==> src/rtl/my_iterative_shifter.sv <==
// my_iterative_shifter
//
// Multi-cycle shift unit for the execute stage. A request (word, shift amount,
// mode) is accepted over a valid/ready handshake. The working register then
// moves by up to STEP bit positions per clock until the whole amount has been
// applied. The result is held on out_valid/out_ready until the consumer takes it.
//
// Parameters:
//   WIDTH  data width (power of two, >= 4)
//   STEP   maximum positions shifted per clock (power of two, 1..WIDTH/2)
//   SW     shift-amount width, $clog2(WIDTH) (derived)
//
// Ports:
//   clock      sole clock, rising edge
//   reset      synchronous, active-high
//   in_valid   request present
//   in_ready   block can accept (state == IDLE)
//   data_in    operand
//   shamt      shift amount 0..WIDTH-1
//   mode       00 SLL, 01 SRL, 10 SRA, 11 ROR (or SRA, see below)
//   out_valid  result valid (state == DONE)
//   out_ready  consumer takes result
//   data_out   result, held while out_valid and out_ready=0
//   busy       high in SHIFT or DONE
//
// Build option:
//   SHIFTER_ROTATE_EN  when defined, mode 11 rotates right with wrap-around.
//                      When undefined, no rotate logic is built and mode 11
//                      behaves exactly like mode 10 (SRA).

module my_iterative_shifter #(
    parameter int WIDTH = 32,
    parameter int STEP  = 1,
    localparam int SW   = $clog2(WIDTH)
) (
    input  logic             clock,
    input  logic             reset,
    input  logic             in_valid,
    output logic             in_ready,
    input  logic [WIDTH-1:0] data_in,
    input  logic [SW-1:0]    shamt,
    input  logic [1:0]       mode,
    output logic             out_valid,
    input  logic             out_ready,
    output logic [WIDTH-1:0] data_out,
    output logic             busy
);

    // Width of a per-cycle step amount (0..STEP).
    localparam int NW = $clog2(STEP + 1);
    localparam logic [SW-1:0] STEP_SW = SW'(STEP);

    typedef enum logic [1:0] {
        IDLE  = 2'd0,
        SHIFT = 2'd1,
        DONE  = 2'd2
    } state_t;

    state_t            state_reg;
    state_t            state_next;
    logic [WIDTH-1:0]  work_reg;
    logic [WIDTH-1:0]  work_next;
    logic [WIDTH-1:0]  result_reg;
    logic [SW-1:0]     remaining_reg;
    logic [SW-1:0]     step_amt;
    logic [NW-1:0]     step_idx;
    logic              left_reg;   // 1: shift left, 0: shift right
    logic              sign_reg;   // fill bit for right shifts (0 for SRL)
`ifdef SHIFTER_ROTATE_EN
    logic              rot_reg;    // right shift wraps LSBs into MSBs
`endif

    // Fill bit latched at accept: MSB of the operand for arithmetic shifts,
    // zero otherwise. SRL and SRA then share one right-shift path.
    logic sign_in;
`ifdef SHIFTER_ROTATE_EN
    assign sign_in = (mode == 2'b10) & data_in[WIDTH-1];
`else
    assign sign_in = mode[1] & data_in[WIDTH-1];
`endif

    // Amount moved this cycle: min(STEP, remaining).
    assign step_amt = (remaining_reg > STEP_SW) ? STEP_SW : remaining_reg;
    assign step_idx = step_amt[NW-1:0];

    // Precompute the working register shifted by every legal step amount
    // 0..STEP and pick one. This keeps the per-cycle shifter to a small mux
    // instead of a full barrel shifter.
    logic [WIDTH-1:0] cand [STEP+1];

    assign cand[0] = work_reg;

    generate
        for (genvar gi = 1; gi <= STEP; gi++) begin : g_step
            logic [gi-1:0] fill;
`ifdef SHIFTER_ROTATE_EN
            assign fill = rot_reg ? work_reg[gi-1:0] : {gi{sign_reg}};
`else
            assign fill = {gi{sign_reg}};
`endif
            assign cand[gi] = left_reg ? {work_reg[WIDTH-1-gi:0], {gi{1'b0}}}
                                       : {fill, work_reg[WIDTH-1:gi]};
        end
    endgenerate

    assign work_next = cand[step_idx];

    // Next-state logic and state-decoded outputs.
    always_comb begin
        state_next = state_reg;
        in_ready   = 1'b0;
        out_valid  = 1'b0;
        busy       = 1'b1;
        data_out   = result_reg;
        case (state_reg)
            IDLE: begin
                in_ready = 1'b1;
                busy     = 1'b0;
                if (in_valid) begin
                    state_next = (shamt == '0) ? DONE : SHIFT;
                end
            end
            SHIFT: begin
                if (remaining_reg == step_amt) begin
                    state_next = DONE;
                end
            end
            DONE: begin
                out_valid = 1'b1;
                if (out_ready) begin
                    state_next = IDLE;
                end
            end
            default: begin
                state_next = IDLE;
            end
        endcase
    end

    always_ff @(posedge clock) begin
        if (reset) begin
            state_reg     <= IDLE;
            work_reg      <= '0;
            result_reg    <= '0;
            remaining_reg <= '0;
            left_reg      <= 1'b0;
            sign_reg      <= 1'b0;
`ifdef SHIFTER_ROTATE_EN
            rot_reg       <= 1'b0;
`endif
        end else begin
            state_reg <= state_next;
            case (state_reg)
                IDLE: begin
                    if (in_valid) begin
                        work_reg      <= data_in;
                        remaining_reg <= shamt;
                        left_reg      <= (mode == 2'b00);
                        sign_reg      <= sign_in;
`ifdef SHIFTER_ROTATE_EN
                        rot_reg       <= (mode == 2'b11);
`endif
                        // Zero shift goes straight to DONE, so the result
                        // is the operand itself.
                        if (shamt == '0) begin
                            result_reg <= data_in;
                        end
                    end
                end
                SHIFT: begin
                    work_reg      <= work_next;
                    remaining_reg <= remaining_reg - step_amt;
                    // Capture into a separate register so data_out never
                    // shows intermediate values and keeps the last result
                    // after returning to IDLE.
                    if (remaining_reg == step_amt) begin
                        result_reg <= work_next;
                    end
                end
                default: begin
                end
            endcase
        end
    end

endmodule

==> config.mk <==
export PLATFORM = sky130hd
export DESIGN_NAME = my_iterative_shifter
export DESIGN_NICKNAME = d
export VERILOG_FILES = /design/src/rtl/my_iterative_shifter.sv
export SDC_FILE = /design/constraint.sdc
export NUM_CORES = 1
export LEC_CHECK = 0
export BUFFER_PORTS_ARGS = -buffer_cell sky130_fd_sc_hd__buf_2
export CAP_MARGIN = 0
export CORE_MARGIN = 1
export CORE_UTILIZATION = 50
export CTS_CLUSTER_DIAMETER = 200
export DETAILED_ROUTE_END_ITERATION = 10
export PLACE_DENSITY = 0.73
export SETUP_SLACK_MARGIN = 0.02
export SLEW_MARGIN = 0
export SYNTH_ARGS = -nofsm -noshare
export SYNTH_HDL_FRONTEND = slang
export SYNTH_SLANG_ARGS = --single-unit
==> constraint.sdc <==
create_clock -name clock -period 5.4 [get_ports clock]
set_input_delay 1.08 -clock clock [delete_from_list [all_inputs] [get_ports clock]]
set_output_delay 1.08 -clock clock [all_outputs]
set_load 0.05 [all_outputs]
Word-level counts from Yosys, hierarchy flattened

Index checks and enable logic that the tools add are counted.

Flip-flop bits (word level): 73

$add $sub $neg: 1
$lt $le $gt $ge: 2
Equality and inequality tests: 7
Multiplexer cells: 21
Bitwise operators: 2
Reduce and logical (&&, ||, !) cells: 8

Operator list:

| kind                 | number |
|---|---|
| $mux W32             | 8 |
| $pmux W32 S2         | 2 |
| $mux W5              | 2 |
| $pmux W5 S2          | 1 |
| $mux W2              | 4 |
| $ne A2 B2 Y1 const B | 4 |
| $pmux W2 S3          | 1 |
| $eq A5 B5 Y1         | 1 |
| $gt A5 B1 Y1 const B | 1 |
| $logic_not A5 Y1     | 1 |
| $sub A5 B5 Y5        | 1 |
| $logic_not A2 Y1     | 2 |
| $reduce_and A2 Y1    | 2 |
| $reduce_and A4 Y1    | 1 |
| $mux W1              | 3 |
| $reduce_and A3 Y1    | 1 |
| $eq A2 B1 Y1 const B | 1 |
| $eq A2 B2 Y1 const B | 1 |
| $ge A2 B2 Y1 const B | 1 |
| $not A1 Y2           | 1 |
| $reduce_bool A2 Y1   | 1 |
| $and A1 B1 Y1        | 1 |

Depth between registers and ports, before layout

Gate-level depths: netlist of run 1.

Depth after elaboration: 8
Gate-level depth with buffers: 9
Depth with buffers taken out: 8

Worst setup path before layout of run 1

Ideal clock, no wire load.

Kind: register -> output
From: register state_reg[1]
To: output port busy
Data arrival time: 1.642 ns
Required time: 4.320 ns
Setup slack: 2.678 ns
Cell stages (with the launch flop): 4
Buffers on the path: 1
Cell sequence: dfxtp_1 clkbuf_1 nor2_1 inv_1

Word-level cells in the longest chain between the ends: 2

RTL lines:

| what                     | line | RTL |
|---|---|---|
| start: declaration       | 59   | `state_t state_reg;` |
| start signal: assignment | 152  | `state_reg <= state_next;` |
| $logic_not A2 Y1         | 115  | `case (state_reg)` |
| $mux W1                  | 115  |  |
| end: declaration         | 46   | `output logic busy` |

Every way passes these cells.

Worst setup path in the final report of run 1

From: input port shamt[3]
To: register result_reg[15] (netlist: data_out[15])

Word-level cells in the longest chain between the ends: 3

RTL lines:

| what                               | line | RTL |
|---|---|---|
| start: declaration                 | 41   | `input logic [SW-1:0] shamt,` |
| $logic_not A5 Y1                   | 165  | `if (shamt == '0) begin` |
| $ne A2 B2 Y1 (no source line)      | -    |  |
| $reduce_and A4 Y1 (no source line) | -    |  |
| end signal: assignment             | 166  | `result_reg <= data_in;` |
| end signal: assignment             | 177  | `result_reg <= work_next;` |
| end: declaration                   | 63   | `logic [WIDTH-1:0] result_reg;` |

Every way passes these cells.
A chain may end at the register's enable or synchronous reset.

==> results of run 1 <==
-- layout by cell type (no fill, tap or decap), types with 2 or more instances in the layout --
| cell type | instances |
|---|---|
| buf_2 | 77 |
| nor3_1 | 34 |
| a31oi_1 | 2 |
| a311oi_1 | 55 |
| a311oi_2 | 7 |
| clkinvlp_4 | 2 |
| o211ai_1 | 4 |
| or2_1 | 2 |
| mux2i_1 | 31 |
| nand2_1 | 35 |
| nand2b_1 | 3 |
| nand3_1 | 3 |
| nand3b_1 | 4 |
| dfxtp_1 | 72 |
| inv_1 | 3 |
| o21ai_0 | 31 |
| o31ai_1 | 2 |
| nor2_1 | 42 |
| buf_4 | 7 |
| a21oi_1 | 9 |
| nor3_4 | 2 |
| clkbuf_8 | 11 |
| o211ai_2 | 28 |
-- layout make-up --
class,count,share of cell area [%]
multi-input combinational,312,50.3
tap,102,2.86
inverter,3,0.252
sequential,73,32.8
clock buffer,11,3.39
clock inverter,4,0.645
timing repair buffer,84,9.81
-- path summary, 6_finish.rpt --
kind                                        from              to  slack [ps]  cells after the start
worst min register to register    g_step[1].fill  g_step[1].fill         470                      2
worst max-delay path                    shamt[3]    data_out[15]        2230                      7
worst min-delay path              g_step[1].fill  g_step[1].fill         470                      2
worst max register to register  remaining_reg[1]     data_out[0]        2550                      4
-- critical path, delay by kind of cell --
family,cells,cell delay (ps)
and+or+nand+nor,3,1270
buffers and inverters,3,860
AOI/OAI and AO/OA,1,130
-- metal layers --
metal | track usage [%] | vias to the layer above | wire, um
met1 | 29.7 | 1703 | 4380
met5 | 0 | - | 0
met3 | 5.89 | 12 | 454
met2 | 39.9 | 97 | 4570
met4 | 6.12 | 0 | 123
li1 | - | 1769 | -
-- power by group through the flow --
| stage | Clock, mW | Sequential [mW] | Combinational [mW] |
|---|---|---|---|
| 2_1_floorplan | 0 | 0.790 | 0.436 |
| 3_3_place_gp | 0 | 0.701 | 0.609 |
| 3_5_place_dp | 0 | 0.703 | 0.619 |
| 4_1_cts | 0.396 | 0.691 | 0.623 |
| 5_1_grt | 0.422 | 0.703 | 0.680 |
| 6_report | 0.390 | 0.692 | 0.620 |
-- kinds of logic after synthesis --
logic type	count (synthesis)	synth area share, %
adder cells (fa/ha/maj)	1	0.308
multiplexers	32	7.92
buffers and inverters	55	8.96
AO/OA/AOI/OAI	146	31.3
flip-flops	73	36.0
AND/OR/NAND/NOR	133	15.5
==> impl_metrics.ini, run 1 <==
[power]
p_sw_share_pct = 41.3
p_int_mw = 0.999
p_leak_nw = 1.67
combPwrFrac_pct = 36.4
vdd_drop_max_v = 0.000201
p_total_mw = 1.70
powerDensity_nw_per_um2 = 381
switchingPower_mw = 0.703
clkPwrFrac_pct = 22.9
seqPwrFrac_pct = 40.6

[logic_synthesis]
synth.net_count = 484
ys_seq_elements = 73
synth.top_cells.by_count = dfxtp_1, a311oi_1, nor2_1
syn_avg_cell_area_um2 = 9.23
seq_area_frac_synth_pct = 36.0
yosysMostFrequentCell = dfxtp_1
postSynthCellCount = 440
ys_types = 41
netlist.area_leader.share_pct = 36.0
synthTopCellsByArea = dfxtp_1, a311oi_1, o211ai_2
synth_top_flop_cell = dfxtp_1
synth_warnings = 0
synthesis.area_um2 = 4060
synth_edf_count = 0
async_reset_ff_share_pct = 0
synth_largest_area_cell = dfxtp_1

[floorplan]
core_um2 = 7810
num_io_pins = 78
die_w_um = 92.1
die_height_um = 92.1
num_rows = 32
dieArea_um2 = 8490
start_util_pct = 52.0

[place]
io_buffers = 77
placed_area_um2 = 4280
dp_hpwl_um = 5790
placed_cells = 574
gp_congestion = 0.755
pre_cts_slack_ps = 1850

[timing]
fmax_ghz = 0.316
worst_pin_slew_ps = 1150
finalSetupTns_ps = 0
holdWs_ps = 470
maxSlewViolCount = 0
min_period_ps = 3170
finalHoldViolCount = 0
finalSetupViolCount = 0
fin_skew_ps = 12.4
grt_setup_unrepaired = no
post-route-period-util_pct = 58.6
relSlewSlack_pct = 23.4
worst_slack_ps = 2230

[detailed_routing]
drt_iter0_drc = 232
firstDrtPassIters = 4
viasPerCell = 6.08
post_drt_wl_per_cell_um = 16.2
vias = 3581
drc_errors = 0
wl_um = 9530
drtAntennaViolNets = 0

[layout]
stdcell_count = 589
nets = 527
stdcell_area_um2 = 4460
syn_to_final_growth_pct = 9.89
final_util_pct = 57.2
layout-drive-gt1-share_pct = 30.0
multi_input_area_um2 = 2240
layout.filler_cells = 742
final-seq-area_um2 = 1460
antenna_cells = 0

[global_routing]
grt.total_usage_pct = 23.5
grt_pass1_wl_um = 16100
antenna_found_initial = 0
grt-ovfl-total = 0
grt_max_degree = 75
grt_pass1_vias = 3480

[clock_tree]
clk_pin_slew_worst_paths_ps = 70
postCtsHoldBufs = 0
cts_max_level = 3
cts_tree = done
cts.sinks = 73
root_buffer = clkbuf_8
clock_latency_ps = 350
post-cts-setup-buffers = 0
ctsResizeCount = 0
numCtsBuffers = 9
clock_path_buffers = 2

[setup_path]
critPathSlowestCell = or2_1
critPathMaxStageDelay_ps = 570
crit_chain = buf_2 > or4_4 > nor3_4 > buf_4 > or2_1 > buf_4 > a311oi_1
crit_top_cell = buf_4
cp-end-kind = flip-flop
cp-start-kind = primary input
required_ps = 5590
worstSetupPathType = primary input to flip-flop
worst-path-max-fanout = 34
cp.arrival_ps = 3360

[flow_run]
maxCapViolCount = 0

[status]
status = completed

[hold_path]
holdCritPathClass = flip-flop to flip-flop
No activity file was read; power rests on OpenSTA's default activity.
==> inputs of run 2 (changes only) <==
==> constraint.sdc (replaced) <==
create_clock -name clock -period 3.3 [get_ports clock]
set_input_delay 0.66 -clock clock [delete_from_list [all_inputs] [get_ports clock]]
set_output_delay 0.66 -clock clock [all_outputs]
set_load 0.05 [all_outputs]
==> run 2 against run 1 <==
Net effect: sequential share of layout area fell by 0.77 points; sequential power rose by 63%; die area stayed put; setup slack worse by 1400 ps; critical path depth fell by 3; via count is 1.5% higher; clock-buffer cell count fell by 2; highest routed layer unchanged; clock power increased by 120%; first-iteration DRC count is 15% lower; largest power group unchanged; largest cell class unchanged; final cell count increased by 1.2%.
==> impl_metrics.ini, run 2 (synthesis results as in run 1) <==
[timing]
relSlewSlack_pct = 34.8
worst_slack_ps = 831
finalHoldViolCount = 0
grt_setup_unrepaired = no
min_period_ps = 2470
finalSetupTns_ps = 0
fin_skew_ps = 7.69
worst_pin_slew_ps = 978
maxSlewViolCount = 0
fmax_ghz = 0.405
finalSetupViolCount = 0
post-route-period-util_pct = 74.8

[layout]
final_common_cell = buf_2
mostFrequentLayoutCells = buf_2, dfxtp_1, a311oi_1, nor2_1, nand2_1
layout-drive-gt1-share_pct = 31.0
antenna_cells = 0
stdcell_count = 596
syn_to_final_growth_pct = 12.5
nets = 533

[clock_tree]
clock_latency_ps = 350
clk_pin_slew_worst_paths_ps = 80
cts_tree = done
clock_path_buffers = 2
root_buffer = clkbuf_8
postCtsHoldBufs = 0
ctsResizeCount = 0
cts.sinks = 73
post-cts-setup-buffers = 0
cts_max_level = 3
numCtsBuffers = 9

[place]
pre_cts_slack_ps = 655
gp_congestion = 0.783
dp_hpwl_um = 6420
io_buffers = 77
placed_cells = 580

[power]
vdd_drop_max_v = 0.000333
powerDensity_nw_per_um2 = 661
p_leak_nw = 1.73

[floorplan]
num_io_pins = 78
die_w_um = 92.1
dieArea_um2 = 8490
start_util_pct = 52.0
num_rows = 32
core_um2 = 7810
die_height_um = 92.1

[hold_path]
hold_path_end = g_step[1].fill
holdCritPathClass = flip-flop to flip-flop
min_from = g_step[1].fill
holdPathStages = 2

[setup_path]
reg2reg_depth = 4
cp.arrival_ps = 2720
r2r_start = remaining_reg[2]
worstSetupPathType = flip-flop to flip-flop
reg2reg_slack_ps = 830
required_ps = 3550
r2r_end = data_out[0]
worst-path-max-fanout = 33
cp-start-kind = flip-flop
cp-end-kind = flip-flop

[detailed_routing]
vias = 3636
post_drt_wl_per_cell_um = 16.3
viasPerCell = 6.10
drt_iter0_drc = 198
wl_um = 9740
drtAntennaViolNets = 0
firstDrtPassIters = 4
drc_errors = 0

[status]
status = completed

[global_routing]
grt.total_usage_pct = 24.1
antenna_found_initial = 0
grt_pass1_wl_um = 16400
grt_max_degree = 45
grt-ovfl-total = 0
grt_pass1_vias = 3400

[flow_run]
maxCapViolCount = 0
-- run 2: cell count changes in the layout (fill, tap and decap cells not counted) --
cell,previous run,this run
clkbuf_8,11,9
bufinv_16,0,3
buf_4,7,13
-- run 2: layer usage --
metal	share of wire, %	wire [um]	track usage [%]	up-vias
met5	0	0	0	-
met2	46	4470	37.5	110
met4	2.2	214	10.9	0
li1	-	-	-	1782
met3	4.6	447	3.48	18
met1	47	4610	32.9	1726
-- run 2: critical path, cell delays in order, from the launching register on --
cell and delay [ps]:
dfxtp_1 390, or3_1 560, or2_2 880, o31ai_1 220, o41ai_2 320
-- run 2: area by class of cell --
cell class / instances / area (um^2)
Inverter: 3 / 11.3
Multi-Input combinational cell: 312 / 2240
Clock inverter: 7 / 119
Tap cell: 102 / 128
Clock buffer: 9 / 124
Timing Repair Buffer: 90 / 483
Fill cell: 727 / 3240
Sequential cell: 73 / 1460
-- run 2: metrics by stage --
stage               power [mW]  instance area [um^2]  hold slack [ps]  utilization (%)
floorplan                 2.01                  4060              431                -
global placement          2.16                  4330              457             55.4
detailed placement        2.18                  4330              464             55.4
CTS                       3.02                  4570              474             58.5
global route              3.19                  4570              488             58.5
finish                    3.02                  4570              474             58.5
-- run 2: worst max-delay path by stage --
stage	to	from	cells after the start
global placement	data_out[22]	shamt[3]	6
floorplan	busy	state_reg[1]	3
global route	work_reg[14]	remaining_reg[2]	4
CTS	data_out[0]	remaining_reg[2]	4
detailed placement	data_out[25]	shamt[3]	6
finish	data_out[0]	remaining_reg[2]	4
-- run 2: power by group --
part / internal, mW / switching, mW
Clock: 0.502 / 0.353
Sequential: 1.01 / 0.125
Combinational: 0.330 / 0.702
==> inputs of run 3 (changes only) <==
==> constraint.sdc (replaced) <==
create_clock -name clock -period 2.35 [get_ports clock]
set_input_delay 0.47 -clock clock [delete_from_list [all_inputs] [get_ports clock]]
set_output_delay 0.47 -clock clock [all_outputs]
set_load 0.05 [all_outputs]
==> run 3 against run 2 <==
Net effect: final cell count grew 1.2%; cell area grew 2.0%; clock-buffer cell count grew 2; clock power up 40%; total power increased by 42%; setup slack got worse by 520 ps; sequential share of layout area fell by 0.63 points; first-iteration DRC count decreased by 14%; non-clock buffer count rose by 7; highest routed layer unchanged.
==> impl_metrics.ini, run 3 (synthesis results as in run 1) <==
[hold_path]
hold_path_end = state_reg[1]
min_from = out_ready
holdCritPathClass = primary input to flip-flop
holdPathStages = 3

[place]
placed_area_um2 = 4420
io_buffers = 77
pre_cts_slack_ps = 262
placed_cells = 587
dp_hpwl_um = 6600
gp_congestion = 0.815

[layout]
final_util_pct = 59.7
stdcell_count = 603
final_common_cell = buf_2
stdcell_area_um2 = 4660
syn_to_final_growth_pct = 14.8
mostFrequentLayoutCells = buf_2, dfxtp_1, a311oi_1, nor2_1, nand2_1
layout-drive-gt1-share_pct = 31.7
nets = 540
antenna_cells = 0

[clock_tree]
clk_pin_slew_worst_paths_ps = 70
clock_latency_ps = 350
cts_max_level = 3
numCtsBuffers = 9
root_buffer = clkbuf_8
cts.sinks = 73
cts_tree = done
ctsResizeCount = 0
post-cts-setup-buffers = 0
postCtsHoldBufs = 0
clock_path_buffers = 2

[global_routing]
grt_pass1_wl_um = 16400
grt_pass1_vias = 3458
grt.total_usage_pct = 24.1
antenna_found_initial = 0
grt-ovfl-total = 0
grt_max_degree = 44

[timing]
worst_pin_slew_ps = 568
maxSlewViolCount = 0
grt_setup_unrepaired = no
finalHoldViolCount = 0
worst_slack_ps = 308
post-route-period-util_pct = 86.9
min_period_ps = 2040
finalSetupViolCount = 0
fin_skew_ps = 8.89
fmax_ghz = 0.490
relSlewSlack_pct = 62.1
finalSetupTns_ps = 0

[setup_path]
reg2reg_depth = 5
worst-path-max-fanout = 19
cp.arrival_ps = 2290
r2r_end = data_out[0]
reg2reg_slack_ps = 310
r2r_start = state_reg[1]
worstSetupPathType = flip-flop to flip-flop
cp-end-kind = flip-flop
cp-start-kind = flip-flop
required_ps = 2600

[detailed_routing]
drtAntennaViolNets = 0
vias = 3698
viasPerCell = 6.13
wl_um = 9900
post_drt_wl_per_cell_um = 16.4
firstDrtPassIters = 5
drc_errors = 0
drt_iter0_drc = 171

[power]
clkPwrFrac_pct = 28.0
p_int_mw = 2.65
combPwrFrac_pct = 35.3
powerDensity_nw_per_um2 = 922
seqPwrFrac_pct = 36.7
p_leak_nw = 1.78
switchingPower_mw = 1.65
p_sw_share_pct = 38.3
vdd_drop_max_v = 0.000461

[floorplan]
core_um2 = 7810
num_io_pins = 78
die_w_um = 92.1
dieArea_um2 = 8490
die_height_um = 92.1
start_util_pct = 52.0
num_rows = 32

[flow_run]
maxCapViolCount = 0

[status]
status = completed
## run 3: stage by stage
| stage | hold slack [ps] | power, mW |
|---|---|---|
| finish | 404 | 4.30 |
| global route | 394 | 4.53 |
| CTS | 388 | 4.31 |
| detailed placement | 467 | 3.11 |
| global placement | 466 | 3.08 |
| floorplan | 431 | 2.82 |
## run 3: routing by layer
layer	vias up	global-route usage, %	routed length, um
li1	1797	-	-
met1	1771	31.6	4580
met2	120	39.2	4620
met3	10	4.98	570
met4	0	8.46	125
met5	-	0	0
## run 3: worst max-delay path by stage
stage | startpoint | end | slack, ps | cells after the start
after global routing | remaining_reg[2] | remaining_reg[4] | 170 | 8
final | state_reg[1] | data_out[0] | 310 | 5
after global placement | shamt[3] | data_out[29] | 330 | 6
after CTS | state_reg[1] | data_out[0] | 320 | 5
after floorplan | state_reg[1] | busy | 240 | 3
after detailed placement | shamt[3] | data_out[23] | 260 | 6
## run 3: final cells by class
class | instances | area (um^2)
well taps | 102 | 128
clock inverters | 5 | 103
repair buffers | 97 | 573
inverters | 3 | 11.3
multi-input cells | 312 | 2240
clock buffers | 11 | 141
flip-flops and latches | 73 | 1460
fillers | 704 | 3150
## run 3: power groups by stage
stage          clock network (mW)  registers (mW)  logic, mW
2_1_floorplan                   0            1.82       1.00
3_3_place_gp                    0            1.60       1.48
3_5_place_dp                    0            1.60       1.51
4_1_cts                      1.22            1.58       1.51
5_1_grt                      1.28            1.60       1.65
6_report                     1.20            1.58       1.52
## run 3: critical path, stage by stage (launching register included)
cell and delay [ps]:
dfxtp_1 580, or3b_1 360, nor3_4 80, buf_4 220
or4b_2 640, o41ai_2 70
